<file path="src/rtl/dc_block_pkg.sv">
// Shared defaults, sample type and saturation helper for the DC-blocking filter.
// Pure declarations: no logic, no latency, no flow control.
package dc_block_pkg;

  localparam int DC_DATA_W = 9;
  localparam int DC_SHIFT  = 10;

  typedef logic signed [DC_DATA_W-1:0] sample_t;

  // Overflow is visible as disagreement between the two top bits.
  function automatic sample_t sat(input logic signed [DC_DATA_W:0] x);
    sample_t r;
    r = x[DC_DATA_W-1:0];
    if (x[DC_DATA_W] != x[DC_DATA_W-1])
      r = x[DC_DATA_W] ? {1'b1, {(DC_DATA_W-1){1'b0}}} : {1'b0, {(DC_DATA_W-1){1'b1}}};
    return r;
  endfunction

endpackage

</file>
<file path="src/rtl/dc_block_iir_if.sv">
// Sample-strobe bus of the DC-blocking filter; strobe qualified, no back-pressure.
// Optional bypass signal present when DC_FILTER_BYPASS_EN is defined.
interface dc_block_iir_if
  import dc_block_pkg::*;
#(
  parameter int DATA_W = DC_DATA_W
);
  logic                     enable_3M;
  logic signed [DATA_W-1:0] c_data;
  logic signed [DATA_W-1:0] o_data;
`ifdef DC_FILTER_BYPASS_EN
  logic                     bypass;
`endif

  modport master (
    output enable_3M,
    output c_data,
`ifdef DC_FILTER_BYPASS_EN
    output bypass,
`endif
    input  o_data
  );

  modport slave (
    input  enable_3M,
    input  c_data,
`ifdef DC_FILTER_BYPASS_EN
    input  bypass,
`endif
    output o_data
  );

endinterface

</file>
<file path="src/rtl/dc_block_sat.sv">
// Combinational clamp of a W+1-bit signed value into W bits; zero latency, no flow control.
module dc_block_sat
  import dc_block_pkg::*;
#(
  parameter int W = DC_DATA_W
) (
  input  logic signed [W:0]   value,
  output logic signed [W-1:0] clamped
);

  always_comb begin
    clamped = value[W-1:0];
    if (value[W] != value[W-1])
      clamped = value[W] ? {1'b1, {(W-1){1'b0}}} : {1'b0, {(W-1){1'b1}}};
  end

endmodule

</file>
<file path="src/rtl/dc_block_iir.sv">
// Leaky-integrator DC removal; output registered one clock after the enable_3M strobe, no back-pressure.
// Optional DC_FILTER_BYPASS_EN adds a bypass that passes samples through and pre-loads the estimate.
module dc_block_iir
  import dc_block_pkg::*;
#(
  parameter int DATA_W = DC_DATA_W,
  parameter int SHIFT  = DC_SHIFT,
  parameter int ACC_W  = DATA_W + SHIFT + 1
) (
  input  logic           CLK_24M,
  input  logic           reset,
  dc_block_iir_if.slave  bus
);

  logic signed [ACC_W-1:0]  acc;
  logic signed [DATA_W:0]   est;
  logic signed [DATA_W:0]   diff;
  logic signed [DATA_W-1:0] sat_out;

  // acc stays within +/-2^(DATA_W-1+SHIFT), so the floored estimate fits DATA_W+1 bits.
  assign est  = (DATA_W+1)'(acc >>> SHIFT);
  assign diff = (DATA_W+1)'(bus.c_data) - est;

  dc_block_sat #(.W(DATA_W)) u_sat (
    .value   (diff),
    .clamped (sat_out)
  );

  always_ff @(posedge CLK_24M) begin
    if (reset) begin
      acc        <= '0;
      bus.o_data <= '0;
    end else if (bus.enable_3M) begin
`ifdef DC_FILTER_BYPASS_EN
      if (bus.bypass) begin
        acc        <= ACC_W'(bus.c_data) <<< SHIFT;
        bus.o_data <= bus.c_data;
      end else begin
        acc        <= acc + ACC_W'(bus.c_data) - ACC_W'(est);
        bus.o_data <= sat_out;
      end
`else
      acc        <= acc + ACC_W'(bus.c_data) - ACC_W'(est);
      bus.o_data <= sat_out;
`endif
    end
  end

endmodule

</file>
<file path="src/flat_wrapper.sv">
// flat-port wrapper written by rule: the top's interface ports become plain ports
module dc_block_iir_flat import dc_block_pkg::*;
#(
  parameter int DATA_W = DC_DATA_W,
  parameter int SHIFT  = DC_SHIFT,
  parameter int ACC_W  = DATA_W + SHIFT + 1
)
  (CLK_24M, reset, bus_enable_3M, bus_c_data, bus_o_data);
  dc_block_iir_if #(.DATA_W(DATA_W)) bus_i ();
  input  logic CLK_24M;
  input  logic reset;
  input wire logic [$bits(bus_i.enable_3M)-1:0] bus_enable_3M;
  input wire logic [$bits(bus_i.c_data)-1:0] bus_c_data;
  output wire logic [$bits(bus_i.o_data)-1:0] bus_o_data;
  assign bus_i.enable_3M = bus_enable_3M;
  assign bus_i.c_data = bus_c_data;
  assign bus_o_data = bus_i.o_data;
  dc_block_iir #(.DATA_W(DATA_W), .SHIFT(SHIFT), .ACC_W(ACC_W)) u_core (.CLK_24M(CLK_24M), .reset(reset), .bus(bus_i));
endmodule
</file>
<file path="config.mk">
export PLATFORM = sky130hd
export DESIGN_NAME = dc_block_iir_flat
export DESIGN_NICKNAME = d
export VERILOG_FILES = /design/src/rtl/dc_block_pkg.sv /design/src/rtl/dc_block_iir_if.sv /design/src/rtl/dc_block_sat.sv /design/src/rtl/dc_block_iir.sv /design/src/flat_wrapper.sv
export SDC_FILE = /design/constraint.sdc
export NUM_CORES = 1
export LEC_CHECK = 0
export BUFFER_PORTS_ARGS = -buffer_cell sky130_fd_sc_hd__clkbuf_2
export CORE_UTILIZATION = 30
export DETAILED_ROUTE_END_ITERATION = 8
export PLACE_DENSITY = 0.55
export SYNTH_ARGS = -nofsm -noshare
export SYNTH_HDL_FRONTEND = slang
export SYNTH_SLANG_ARGS = --single-unit
</file>
<file path="constraint.sdc">
create_clock -name CLK_24M -period 3.6 [get_ports CLK_24M]
set_input_delay 0.18 -clock CLK_24M [delete_from_list [all_inputs] [get_ports CLK_24M]]
set_output_delay 0.18 -clock CLK_24M [all_outputs]
set_load 0.005 [all_outputs]
</file>
==> results by group, run 1 <==
Drt
  • WL final: roughly 7300 um
  • 1st-pass router iterations: 4
  • DR iter-0 viols: 118
  • Vias per cell: 4.80
  • Residual DRC: 0
  • Wirelength per Cell: 13.6 um
  • Vias: ~2600
  • Antenna-violating nets left: 0

Global routing
  • Total GRT Usage: between 10% and 20%
  • Initial antenna violation count: 0
  • Number of global-route vias before repair: roughly 2500
  • Largest net degree at the start of global routing: 45
  • Congestion Overflow GR: 0
  • First-pass GRT wire length: approximately 12000 um

Timing
  • Clock Skews: between 0.01 and 0.015 ns
  • Fmax: 0.308 GHz
  • Final min period: ~3.2 ns
  • Slew @ Worst Pin: between 1 and 1.5 ns
  • Final Hold Viols: 0
  • Setup_tns: 0 ns
  • Slew Viols, Final: 0
  • Slew margin rel.: a little over a quarter
  • Worst Slack Setup Final: 0.356 ns
  • Period utilization: between 90% and 100%
  • Endpoints failing setup: 0
  • RSZ-0062 raised after global routing: false

Finish
  • Commonest non-fill, non-tap cells in the layout: inv_1 (68), nor2_1 (39), ha_1 (30)
  • Layout cell share with drive strength beyond 1: a little over an eighth
  • Area Growth Syn to Fin: 11.7%
  • Layout net count: approximately 460
  • Commonest non-fill, non-tap cell in the layout: inv_1
  • Finished Core Util: between 30 and 40%
  • N_diodes: 0

Clock tree
  • Clock sink count: 29
  • Clock-pin slew on the worst setup and hold paths: roughly 0.08 ns
  • Longest Clk Path Bufs: 2
  • Root Buffer Master: clkbuf_8
  • CTS tree: done
  • # Post-CTS Setup Buffers: 0
  • H-tree Lvls: 2
  • CTS hold repair buffers: 0
  • Cts bufs inserted: 5
  • Worst-Skew Late Latency: around 0.29 ns
  • Post-cts sizing count: 0

Synth
  • Post-synthesis instance area: 3150 um2
  • Syn avg cell area: ~8.3 um2
  • Leading area contributor after synthesis: dfxtp_1
  • Seq cells post-synth: 29
  • Top-area cell type share of the netlist area: roughly 18%
  • Syn_nets: 440
  • Yosys cell types: between 50 and 60
  • Sequential-to-total area share from yosys stat: a little under a fifth
  • Share of async-settable or async-resettable flops after synthesis: 0%
  • Ranking of synthesized cells by area: dfxtp_1 (18%), fa_1 (13%), ha_1 (12%)
  • Yosys Warn Count: 0
  • Syn Inst Count: around 380
  • Post-synth EDFFs: 0
  • Top_reg_cell synth: dfxtp_1

Place
  • GPL Wtd Cong: ~0.9
  • DP HPWL: slightly below 6000 um
  • Input/output buffers: 20
  • Post-place setup slack: approximately 0.24 ns

Floorplanning
  • Cell row count: 37
  • Die Ht: 104 um
  • Initial core utilization: roughly 30%
  • Full die area: ~11000 um2
  • Die W: roughly 100 um
  • CORE AREA: a little over 10000 um2
  • I/O pin cnt: 21

Min path
  • Hold crit path type: in2reg
  • Hold path startpoint: bus_c_data[0]

Setup path
  • RR Startpoint: u_core.acc[19]$_SDFFE_PP0P_
  • CP Launch Type: flip-flop
  • Crit path DAT: roughly 3.4 ns
  • CP Data Required Time: 3.74 ns
  • WS Path Type: reg2reg
  • Critical-path maximum fanout: 9
  • Critical path startpoint: u_core.acc[19]$_SDFFE_PP0P_
  • Worst Setup End Kind: flip-flop

Job
  • MaxCap Viol Count: 0

Power and ir drop
  • Leakage power: between 1.5 and 2 nW
  • Pwr Density: approximately 1000 nW/um2
  • Maximum VDD drop: roughly 0.28 mV

Run status
  • Status: finished clean
metal layers:
metal / vias up / GRT usage (%) / wire, um
met5: - / 0 / 0
li1: 1305 / - / -
met2: 59 / 24.1 / 3340
met3: 4 / 3.01 / 329
met1: 1195 / 19.3 / 3550
met4: 0 / 2.45 / 31
worst paths after layout:
path                            cells past startpoint                     endpoint  slack [ns]
worst max-delay path                               10  u_core.acc[17]$_SDFFE_PP0P_        0.36
worst min-delay path                                4   u_core.acc[0]$_SDFFE_PP0P_        0.29
worst max register to register                     10  u_core.acc[17]$_SDFFE_PP0P_        0.36
worst min register to register                      2   u_core.acc[5]$_SDFFE_PP0P_        0.49
where the power goes:
part	switching, W	internal (W)
Clock	0.000143	0.000226
Sequential	0.0000740	0.000426
Combinational	0.00152	0.00116
Total	0.00173	0.00181
cell usage after synthesis (2+ instances only):
library cell,instances
inv_1,68
nor2_1,39
ha_1,30
dfxtp_1,29
fa_1,20
nand2_1,20
a21oi_1,17
mux2i_1,14
clkbuf_1,11
nand3_1,11
xor2_1,11
o21ai_1,9
xnor2_1,9
a211oi_2,8
a21o_1,8
maj3_2,8
nand2b_1,6
o21ai_0,6
and3_1,5
a2111oi_0,3
nor2b_1,3
nor3_1,3
o22ai_1,3
a22oi_1,2
nor3b_1,2
o21a_1,2
o41ai_1,2
or2_1,2
registers in the layout (all words and copies together) (netlist names):
| register | cells |
|---|---|
| u_core.bus.o_data | 9 |
| u_core.acc | 20 |
through the flow:
step           cells  total power (W)  hold WS [ns]  cell area (um2)
3_3_place_gp     526          0.00314         0.472             3400
2_1_floorplan    378          0.00260         0.441             3150
6_report         534          0.00354         0.289             3520
5_1_grt          534          0.00394         0.356             3520
3_5_place_dp     526          0.00316         0.477             3400
4_1_cts          534          0.00355         0.303             3520
kinds of logic (layout without fill, tap and decap cells):
family                   count (synthesis)  after routing  share of synthesized area, %
flip-flops                              29             29                          18.4
AND/OR/NAND/NOR                         99             99                          15.1
multiplexers                            15             15                          4.81
AO/OA/AOI/OAI                           76             76                          17.8
buffers and inverters                   79             99                          9.42
adder cells (fa/ha/maj)                 58             58                          27.5
XOR/XNOR                                22             22                          6.95
worst max-delay path, cell delays in order, from the launching register on:
cell      delay (ns)
dfxtp_1         0.60
buf_4           0.24
fa_1            0.42
inv_1           0.07
ha_1            0.31
a21oi_1         0.31
o21ai_0         0.14
a221o_1         0.36
a221oi_1        0.33
mux2i_1         0.22
o31ai_1         0.08
cell type report:
type	count	area, um2
clock buffer	7	86.3
clock inverter	1	30.0
fill	1087	6710
inverter	68	255
multi-input combinational	270	2270
sequential	29	581
tap	136	170
timing repair buffer	23	123
Power figures use the tool's default switching activity.
==> run 2, diff against run 1 <==
--- a/config.mk
+++ b/config.mk
@@ -9,6 +9,7 @@
 export CORE_UTILIZATION = 30
 export DETAILED_ROUTE_END_ITERATION = 8
 export PLACE_DENSITY = 0.55
+export REMOVE_ABC_BUFFERS = 1
 export SYNTH_ARGS = -nofsm -noshare
 export SYNTH_HDL_FRONTEND = slang
 export SYNTH_SLANG_ARGS = --single-unit
==> run 2 against run 1 <==
  * Utilization is 0.061 points lower
  * Cell count is 0.19% lower
  * Count of clock-buffer cells in the layout stayed put
  * Die area stayed put
  * Sequential cell count stayed put
  * Global-route usage is 0.20 points lower
  * Setup slack better by 0.052 ns
  * Fmax is 1.6% higher
  * Clock skew is 0.0058 ns lower
  * Largest power group unchanged
==> results by group, run 2 (synthesis gave the netlist of run 1 again) <==
Setup path
  • R2R depth: 11 (+1)
  • Delay of the slowest critical-path stage: 0.50 ns (-0.10 ns)
  • CP Data Required Time: 3.77 ns (+0.03 ns)
  • Worst Setup End Kind: flip-flop
  • Bufs and invs on worst path: 2 (unchanged)
  • RR Endpoint: u_core.acc[18]$_SDFFE_PP0P_
  • Crit-path cells: inv_1 -> fa_1 -> inv_1 -> fa_1 -> a21o_1 -> a21o_1 -> a2111oi_0 -> o21ai_1 -> a41oi_1 -> xor2_1 -> o21ai_1
  • Flop2flop setup slack: 0.41 ns (+0.05 ns)
  • Slowest-stage cell, CP: fa_1
  • Cell family with most CP delay: compound AO/OA/AOI/OAI gates
  • WS Path Type: reg2reg
  • WP depth: 11 (+1)
  • Critical-path maximum fanout: 4 (-5)
  • CP Launch Type: flip-flop
  • RR Startpoint: u_core.acc[1]$_SDFFE_PP0P_
  • Crit path DAT: 3.37 ns (about the same)

Drt
  • Vias: 2551 (-0.47%)
  • Wirelength per Cell: 13.6 um (+0.24%)
  • 1st-pass router iterations: 4 (unchanged)
  • Residual DRC: 0 (unchanged)
  • WL final: 7260 um (about the same)
  • Antenna-violating nets left: 0 (unchanged)
  • DR iter-0 viols: 115 (-2.5%)
  • Vias per cell: 4.79 (-0.28%)

Timing
  • Slew @ Worst Pin: 0.868 ns (-0.238 ns)
  • Final min period: 3.19 ns (-0.0521 ns)
  • Slew Viols, Final: 0 (unchanged)
  • Endpoints failing setup: 0 (unchanged)
  • Final Hold Viols: 0 (unchanged)
  • Slew margin rel.: 42.1% (+16 points)
  • RSZ-0062 raised after global routing: false
  • Clock Skews: 0.00806 ns (-0.00575 ns)
  • Period utilization: 88.7% (-1.4 points)
  • Fmax: 0.313 GHz (+1.6%)
  • Setup_tns: 0 ns (unchanged)
  • WHS: 0.301 ns (+0.0120 ns)

Clock tree
  • CTS tree: done
  • Cts bufs inserted: 5 (unchanged)
  • # Post-CTS Setup Buffers: 0 (unchanged)
  • Worst-Skew Late Latency: 0.29 ns (about the same)
  • Clock sink count: 29 (unchanged)
  • Clock-pin slew on the worst setup and hold paths: 0.07 ns (about the same)
  • CTS hold repair buffers: 0 (unchanged)
  • Longest Clk Path Bufs: 2 (unchanged)
  • H-tree Lvls: 2 (unchanged)
  • Root Buffer Master: clkbuf_8
  • Post-cts sizing count: 0 (unchanged)

Finish
  • Commonest non-fill, non-tap cells in the layout: inv_1 (68), nor2_1 (39), ha_1 (30)
  • Finished Layout Cells: 533 (-0.19%)
  • Area Growth Syn to Fin: 11.5%
  • Register with the most flip-flops: u_core.acc
  • Layout net count: 458 (-0.22%)
  • N_diodes: 0 (unchanged)
  • Post-Layout Inst Area: 3510 um2 (-0.18%)
  • Layout cell share with drive strength beyond 1: 13.4% (+0.034 points)
  • Max reg flops: 20 (unchanged)
  • Commonest non-fill, non-tap cell in the layout: inv_1
  • Biggest regs: u_core.acc (20), u_core.bus.o_data (9)

Min path
  • Hold path startpoint: bus_c_data[0]
  • Hold crit path type: in2reg
  • Hold EP: u_core.acc[0]$_SDFFE_PP0P_
  • Hold Crit Depth: 4 (unchanged)

Place
  • DP HPWL: 5750 um (-0.72%)
  • Placed cell count: 525 (-0.19%)
  • Input/output buffers: 20 (unchanged)
  • Placed Area: 3390 um2 (-0.22%)
  • GPL Wtd Cong: 0.870 (-5.0%)

Global routing
  • Total GRT Usage: 14.2% (-0.20 points)
  • Congestion Overflow GR: 0 (unchanged)
  • Initial antenna violation count: 0 (unchanged)
  • First-pass GRT wire length: 12200 um (-2.7%)
  • Number of global-route vias before repair: 2503 (-0.20%)
  • Largest net degree at the start of global routing: 36 (-20%)

Floorplanning
  • Die Ht: 104 um (unchanged)
  • Cell row count: 37 (unchanged)
  • CORE AREA: 10200 um2 (unchanged)
  • I/O pin cnt: 21 (unchanged)
  • Full die area: 10900 um2 (unchanged)
  • Die W: 104 um (unchanged)
  • Initial core utilization: 30.8% (unchanged)

Run status
  • Status: finished clean

Power and ir drop
  • Maximum VDD drop: 0.278 mV (-2.0%)
  • Pwr Density: 1010 nW/um2 (about the same)
  • Leakage power: 1.65 nW (-0.32%)
  • Tot Pwr: 0.00354 W (-0.11%)

Job
  • MaxCap Viol Count: 0 (unchanged)
-- run 2: cell count changes in the layout (fill, tap and decap cells not counted), sizes merged --
cell,previous run,this run
buf,3,2
-- run 2: through the flow --
| stage | utilization, % | setup slack, ns |
|---|---|---|
| 2_1_floorplan | - | 0.564 |
| 3_3_place_gp | 33.2 | 0.206 |
| 3_5_place_dp | 33.2 | 0.201 |
| 4_1_cts | 34.3 | 0.185 |
| 5_1_grt | 34.3 | 0.111 |
| 6_report | 34.3 | 0.408 |
-- run 2: worst max-delay path by stage --
stage | end | start | slack (ns)
after global routing | u_core.acc[19]$_SDFFE_PP0P_ | u_core.acc[12]$_SDFFE_PP0P_ | 0.11
after detailed placement | u_core.acc[17]$_SDFFE_PP0P_ | bus_c_data[8] | 0.20
after CTS | u_core.acc[19]$_SDFFE_PP0P_ | u_core.acc[19]$_SDFFE_PP0P_ | 0.19
after global placement | u_core.acc[17]$_SDFFE_PP0P_ | bus_c_data[8] | 0.21
after floorplan | u_core.acc[19]$_SDFFE_PP0P_ | bus_c_data[8] | 0.56
final | u_core.acc[18]$_SDFFE_PP0P_ | u_core.acc[1]$_SDFFE_PP0P_ | 0.41
-- run 2: area by class of cell --
cell class,count,area (um2)
Multi-Input combinational cell,270,2270
Timing Repair Buffer,22,115
Clock inverter,1,30.0
Clock buffer,7,86.3
Inverter,68,255
Sequential cell,29,582
Tap cell,136,170
Fill cell,1066,6720
-- run 2: worst register-to-register path, stage by stage, from the launching register on --
cell and delay, ns:
dfxtp_1 0.33, inv_1 0.06, fa_1 0.50, inv_1 0.07, fa_1 0.45, a21o_1 0.19
a21o_1 0.21, a2111oi_0 0.49, o21ai_1 0.22, a41oi_1 0.29, xor2_1 0.19, o21ai_1 0.09
-- run 2: power breakdown --
part	leakage [nW]	switching, W	internal (W)
Sequential	0.240	0.0000794	0.000427
Combinational	1.35	0.00151	0.00116
Clock	0.0585	0.000142	0.000226
Total	1.65	0.00173	0.00181
-- run 2: metal layers --
layer	vias up	track usage [%]	part of all wire [%]
met5	-	0	0
met4	0	4.29	1.5
met3	8	3.45	5.1
met2	55	22.7	45
met1	1184	18.9	48
li1	1304	-	-
